## config.mk

```make
export PLATFORM = sky130hd
export DESIGN_NAME = disp_scan_ctrl
export DESIGN_NICKNAME = d
export VERILOG_FILES = /design/src/rtl/disp_scan_ctrl.sv
export SDC_FILE = /design/constraint.sdc
export NUM_CORES = 1
export LEC_CHECK = 0
export BUFFER_PORTS_ARGS = -buffer_cell sky130_fd_sc_hd__buf_4
export CORE_UTILIZATION = 30
export CTS_CLUSTER_DIAMETER = 200
export DETAILED_ROUTE_END_ITERATION = 8
export GPL_ROUTABILITY_DRIVEN = 0
export MAX_ROUTING_LAYER = met4
export SYNTH_ARGS = -nofsm -noshare
export SYNTH_HDL_FRONTEND = slang
export SYNTH_SLANG_ARGS = --single-unit
```

## constraint.sdc

```tcl
create_clock -name clk -period 3.9 [get_ports clk]
set_input_delay 0.195 -clock clk [delete_from_list [all_inputs] [get_ports clk]]
set_output_delay 0.195 -clock clk [all_outputs]
set_load 0.02 [all_outputs]
```

## src/rtl/disp_scan_ctrl.sv

```systemverilog
// disp_scan_ctrl: time-multiplexed scan scheduler for a 4-digit 7-segment display.
// One shared hex nibble is driven per digit slot. The displayed value is held in a
// shadow register that is reloaded only at frame boundaries, so no frame shows a
// mix of old and new digits. Leading-zero blanking, per-digit decimal points and
// whole-display blink are applied on the anode enables. Every output is registered.

module disp_scan_ctrl #(
  parameter int DIV_CNT      = 50000,
  parameter int BLINK_FRAMES = 250
) (
  input  logic        clk,
  input  logic        rst,
  input  logic [15:0] hexs,
  input  logic        upd_req,
  output logic        upd_ack,
  input  logic        blank_lz,
  input  logic        blink_en,
  input  logic [3:0]  point,
  output logic [3:0]  hex,
  output logic [3:0]  an,
  output logic        dp,
  output logic [1:0]  scan,
  output logic        frame_done
);

  localparam int            PW        = (DIV_CNT > 2) ? $clog2(DIV_CNT) : 1;
  localparam logic [PW-1:0] PRE_LAST  = PW'(DIV_CNT - 1);
  localparam int            BW        = (BLINK_FRAMES > 1) ? $clog2(BLINK_FRAMES) : 1;
  localparam logic [BW-1:0] BLK_LAST  = BW'(BLINK_FRAMES - 1);

  logic [PW-1:0] pre;
  logic          tick;
  logic          frame_end;
  logic [15:0]   shadow;
  logic [BW-1:0] blk_cnt;
  logic          blk_phase;
  logic [3:0]    nib_cur;
  logic [3:0]    lz_dark;
  logic [3:0]    an_nxt;

  assign tick      = (pre == PRE_LAST);
  assign frame_end = tick && (scan == 2'd3);

  // Prescaler: one tick per digit slot.
  always_ff @(posedge clk or negedge rst) begin
    if (!rst) begin
      pre <= '0;
    end else if (tick) begin
      pre <= '0;
    end else begin
      pre <= pre + 1'b1;
    end
  end

  // Digit index advances on each tick; the 2-bit register wraps 3 -> 0 on its own.
  always_ff @(posedge clk or negedge rst) begin
    if (!rst) begin
      scan <= 2'd0;
    end else if (tick) begin
      scan <= scan + 2'd1;
    end
  end

  // Frame boundary: pulse frame_done and, if requested, capture the new value.
  always_ff @(posedge clk or negedge rst) begin
    if (!rst) begin
      frame_done <= 1'b0;
      upd_ack    <= 1'b0;
      shadow     <= 16'h0000;
    end else begin
      frame_done <= frame_end;
      upd_ack    <= frame_end && upd_req;
      if (frame_end && upd_req) begin
        shadow <= hexs;
      end
    end
  end

  // Blink timebase counts whole frames and runs even while blink is disabled,
  // so enabling blink never starts mid-way through a stale half-period.
  always_ff @(posedge clk or negedge rst) begin
    if (!rst) begin
      blk_cnt   <= '0;
      blk_phase <= 1'b0;
    end else if (frame_end) begin
      if (blk_cnt == BLK_LAST) begin
        blk_cnt   <= '0;
        blk_phase <= ~blk_phase;
      end else begin
        blk_cnt <= blk_cnt + 1'b1;
      end
    end
  end

  // Select the active nibble and work out which digits are dark this slot.
  always_comb begin
    nib_cur = 4'h0;
    case (scan)
      2'd0: nib_cur = shadow[3:0];
      2'd1: nib_cur = shadow[7:4];
      2'd2: nib_cur = shadow[11:8];
      2'd3: nib_cur = shadow[15:12];
      default: nib_cur = 4'h0;
    endcase

    // A digit is a leading zero only if it and every digit to its left are zero.
    lz_dark    = 4'b0000;
    lz_dark[3] = (shadow[15:12] == 4'h0);
    lz_dark[2] = lz_dark[3] && (shadow[11:8] == 4'h0);
    lz_dark[1] = lz_dark[2] && (shadow[7:4] == 4'h0);
    lz_dark[0] = 1'b0;

    an_nxt = ~(4'b0001 << scan);
    if ((blink_en && blk_phase) || (blank_lz && lz_dark[scan])) begin
      an_nxt = 4'b1111;
    end
  end

  // Output register: hex/an/dp follow the current slot with one cycle of latency.
  always_ff @(posedge clk or negedge rst) begin
    if (!rst) begin
      hex <= 4'h0;
      an  <= 4'b1111;
      dp  <= 1'b1;
    end else begin
      hex <= nib_cur;
      an  <= an_nxt;
      dp  <= ~point[scan];
    end
  end

endmodule

```

==> impl_metrics.py <==
metrics = {
    "outcome": {
        "status": "completed",
    },
    "global_routing": {
        "grt_max_degree": 55,
        "antenna_found_initial": 0,
        "overflow": 0,
        "grt_use_met2": 0.188,
        "track_usage": 0.122,
        "gr-usage-met1": 0.161,
        "grt_pass1_wl_microns": 8130,
        "grt_pass1_vias": 1694,
        "grt-busiest-layer": "met2",
        "use_met3": 0.0227,
    },
    "timing": {
        "finalSetupTns_ns": 0,
        "min_period_ns": 2.36,
        "finalMaxSlewViolations": 0,
        "relSlewSlack": 0.486,
        "clock_skew_ns": 0.00612,
        "rsz0062_at_grt": "false",
        "holdWs_ns": 0.118,
        "fmax_mhz": 423,
        "timing.final.crit_share": 0.606,
        "tightest_slew_ns": 0.764,
        "setup_viol": 0,
        "final-hold-violation-count": 0,
    },
    "cts": {
        "postCtsSetupBuffers": 0,
        "clk_pin_slew_worst_paths_ns": 0.09,
        "cts_tree": "yes",
        "h-tree-depth": 2,
        "ctsResizeCount": 0,
        "cts.path.max_buffers": 2,
        "cts-buffers-inserted": 5,
        "cts_root_buf": "clkbuf_8",
        "insertion_delay_ns": 0.30,
        "ctsHoldBuffers": 1,
        "clkSinkCount": 54,
    },
    "die": {
        "pin_count": 38,
        "die_y_microns": 93.7,
        "die-area_sq_mm": 0.00877,
        "fp.dieW_microns": 93.7,
        "num_rows": 33,
        "initial_core_util": 0.308,
        "core_area_sq_mm": 0.00818,
    },
    "synthesis": {
        "synth_cell_types": 41,
        "synth-edff-count": 0,
        "ys_seq_area_frac": 0.538,
        "synth_nets": 244,
        "ys_ff_latch": 54,
        "synth_flop_cell": "dfrtp_1",
        "synthArstFlopShare": 1.00,
        "syn-instance-count": 211,
        "yosys_warnings": 0,
        "netlist_area_sq_mm": 0.00252,
        "synth.avg_cell_area_sq_um": 11.9,
    },
    "power": {
        "peakVddDrop_mv": 0.120,
        "p_leak_uw": 0.00142,
        "powerDensity_mw_per_mm2": 299,
    },
    "critical_path": {
        "critical_path_class": "register to register",
        "worst-path-max-fanout": 16,
        "worst_setup_path_start_kind": "register",
        "end_kind": "register",
        "cp_data_required_time_ns": 4.09,
        "arrival_ns": 2.56,
    },
    "cells_and_area": {
        "final_common_cell": "dfrtp_1",
        "drive_gt1_frac": 0.282,
        "insertedDiodeCount": 0,
        "synthToLayoutAreaGrowth_pct": 18.9,
        "layout.nets": 284,
        "final_cell_mix": "dfrtp_1 (49), buf_4 (38), nand2_1 (16)",
    },
    "route": {
        "dr.pass1.iters": 7,
        "drt_iter0_drc": 76,
        "avgViaCountPerCell": 4.74,
        "wire_per_inst_microns": 13.4,
        "dr_total_vias": 1693,
        "ant_nets": 0,
        "wl_microns": 4790,
        "drc_errors": 0,
    },
    "flow_run": {
        "cap_violations": 0,
    },
    "placement": {
        "io_buffers": 37,
        "hpwl_microns": 3460,
    },
    "worst_hold_path": {
        "hp-class": "input port to register",
    },
}
cells in the mapped netlist (2+ instances only):
master     n  share of area
dfrtp_1   49           0.49
nand2_1   16          0.024
nor2_1    13          0.019
inv_1     11          0.016
mux2_4    10          0.060
o21ai_0    9          0.018
ha_1       8          0.040
nand4_1    8          0.020
xor2_1     8          0.028
nand3_1    7          0.014
xnor2_1    7          0.024
mux2_2     6          0.027
mux2i_1    6          0.024
nor4_1     6          0.015
dfstp_2    5          0.052
a222oi_1   4          0.016
and2_1     4         0.0099
a21oi_1    3         0.0060
clkbuf_1   3         0.0045
a31oi_1    2         0.0050
and3_1     2         0.0050
nor2b_1    2         0.0050
nor4_2     2         0.0099
or3_1      2         0.0050
or4b_4     2          0.011
through the flow:
stage               worst slack (ns)  area [sq um]  std cells  power [uW]   util
finish                          1.54          3000        357         896  0.367
floorplan                       1.78          2520        211         574      -
CTS                             1.53          3000        357         911  0.367
global route                    1.34          3000        357         935  0.367
detailed placement              1.55          2910        348         605  0.356
global placement                1.60          2910        348         605  0.356
path summary, 6_finish.rpt:
check | cells past startpoint | endpoint | startpoint | slack, ns
worst max-delay path | 4 | shadow[13] | pre[11] | 1.54
worst min-delay path | 2 | shadow[12] | hexs[12] | 0.12
worst max register to register | 4 | shadow[13] | pre[11] | 1.54
worst min register to register | 1 | blk_phase | blk_phase | 0.47
max in group asynchronous | 2 | shadow[0] | rst | 2.99
min in group asynchronous | 2 | blk_cnt[7] | rst | 0.49
final cells by class:
type / count / area (sq um)
timing repair buffer: 39 / 295
fill: 806 / 5180
clock buffer: 8 / 80.1
multi-input combinational: 140 / 1090
sequential: 54 / 1360
tap: 105 / 131
inverter: 11 / 41.3
power by group:
part	switching, uW	internal (uW)	total [uW]
logic	15.5	17.4	32.9
registers	0.107	561	561
clock network	175	128	303
state kept, by name, summed over array words and instances, names as in the netlist:
register,cells
blk_phase,1
upd_ack,1
pre,16
an,4
frame_done,1
dp,1
shadow,16
hex,4
blk_cnt,8
scan,2
critical path, stage by stage, from the launching register on:
cell and delay, ns:
dfrtp_1 0.43, or4b_4 0.59, nor4_2 0.43, nand2_2 0.39, mux2_4 0.40
kinds of logic after synthesis:
| group | count (synthesis) | share of synthesized area |
|---|---|---|
| mux | 23 | 0.119 |
| flops | 54 | 0.538 |
| xor+xnor | 15 | 0.0521 |
| compound gates | 24 | 0.0650 |
| buf+inv | 17 | 0.0288 |
| fa+ha+maj | 8 | 0.0397 |
| simple gates | 70 | 0.157 |
per-layer routing:
layer,routed length (microns),vias up
met5,0,-
met4,70,0
met3,140,8
met2,2260,29
met1,2320,824
li1,-,832
Note: power is estimated with default switching activity, not from simulation.
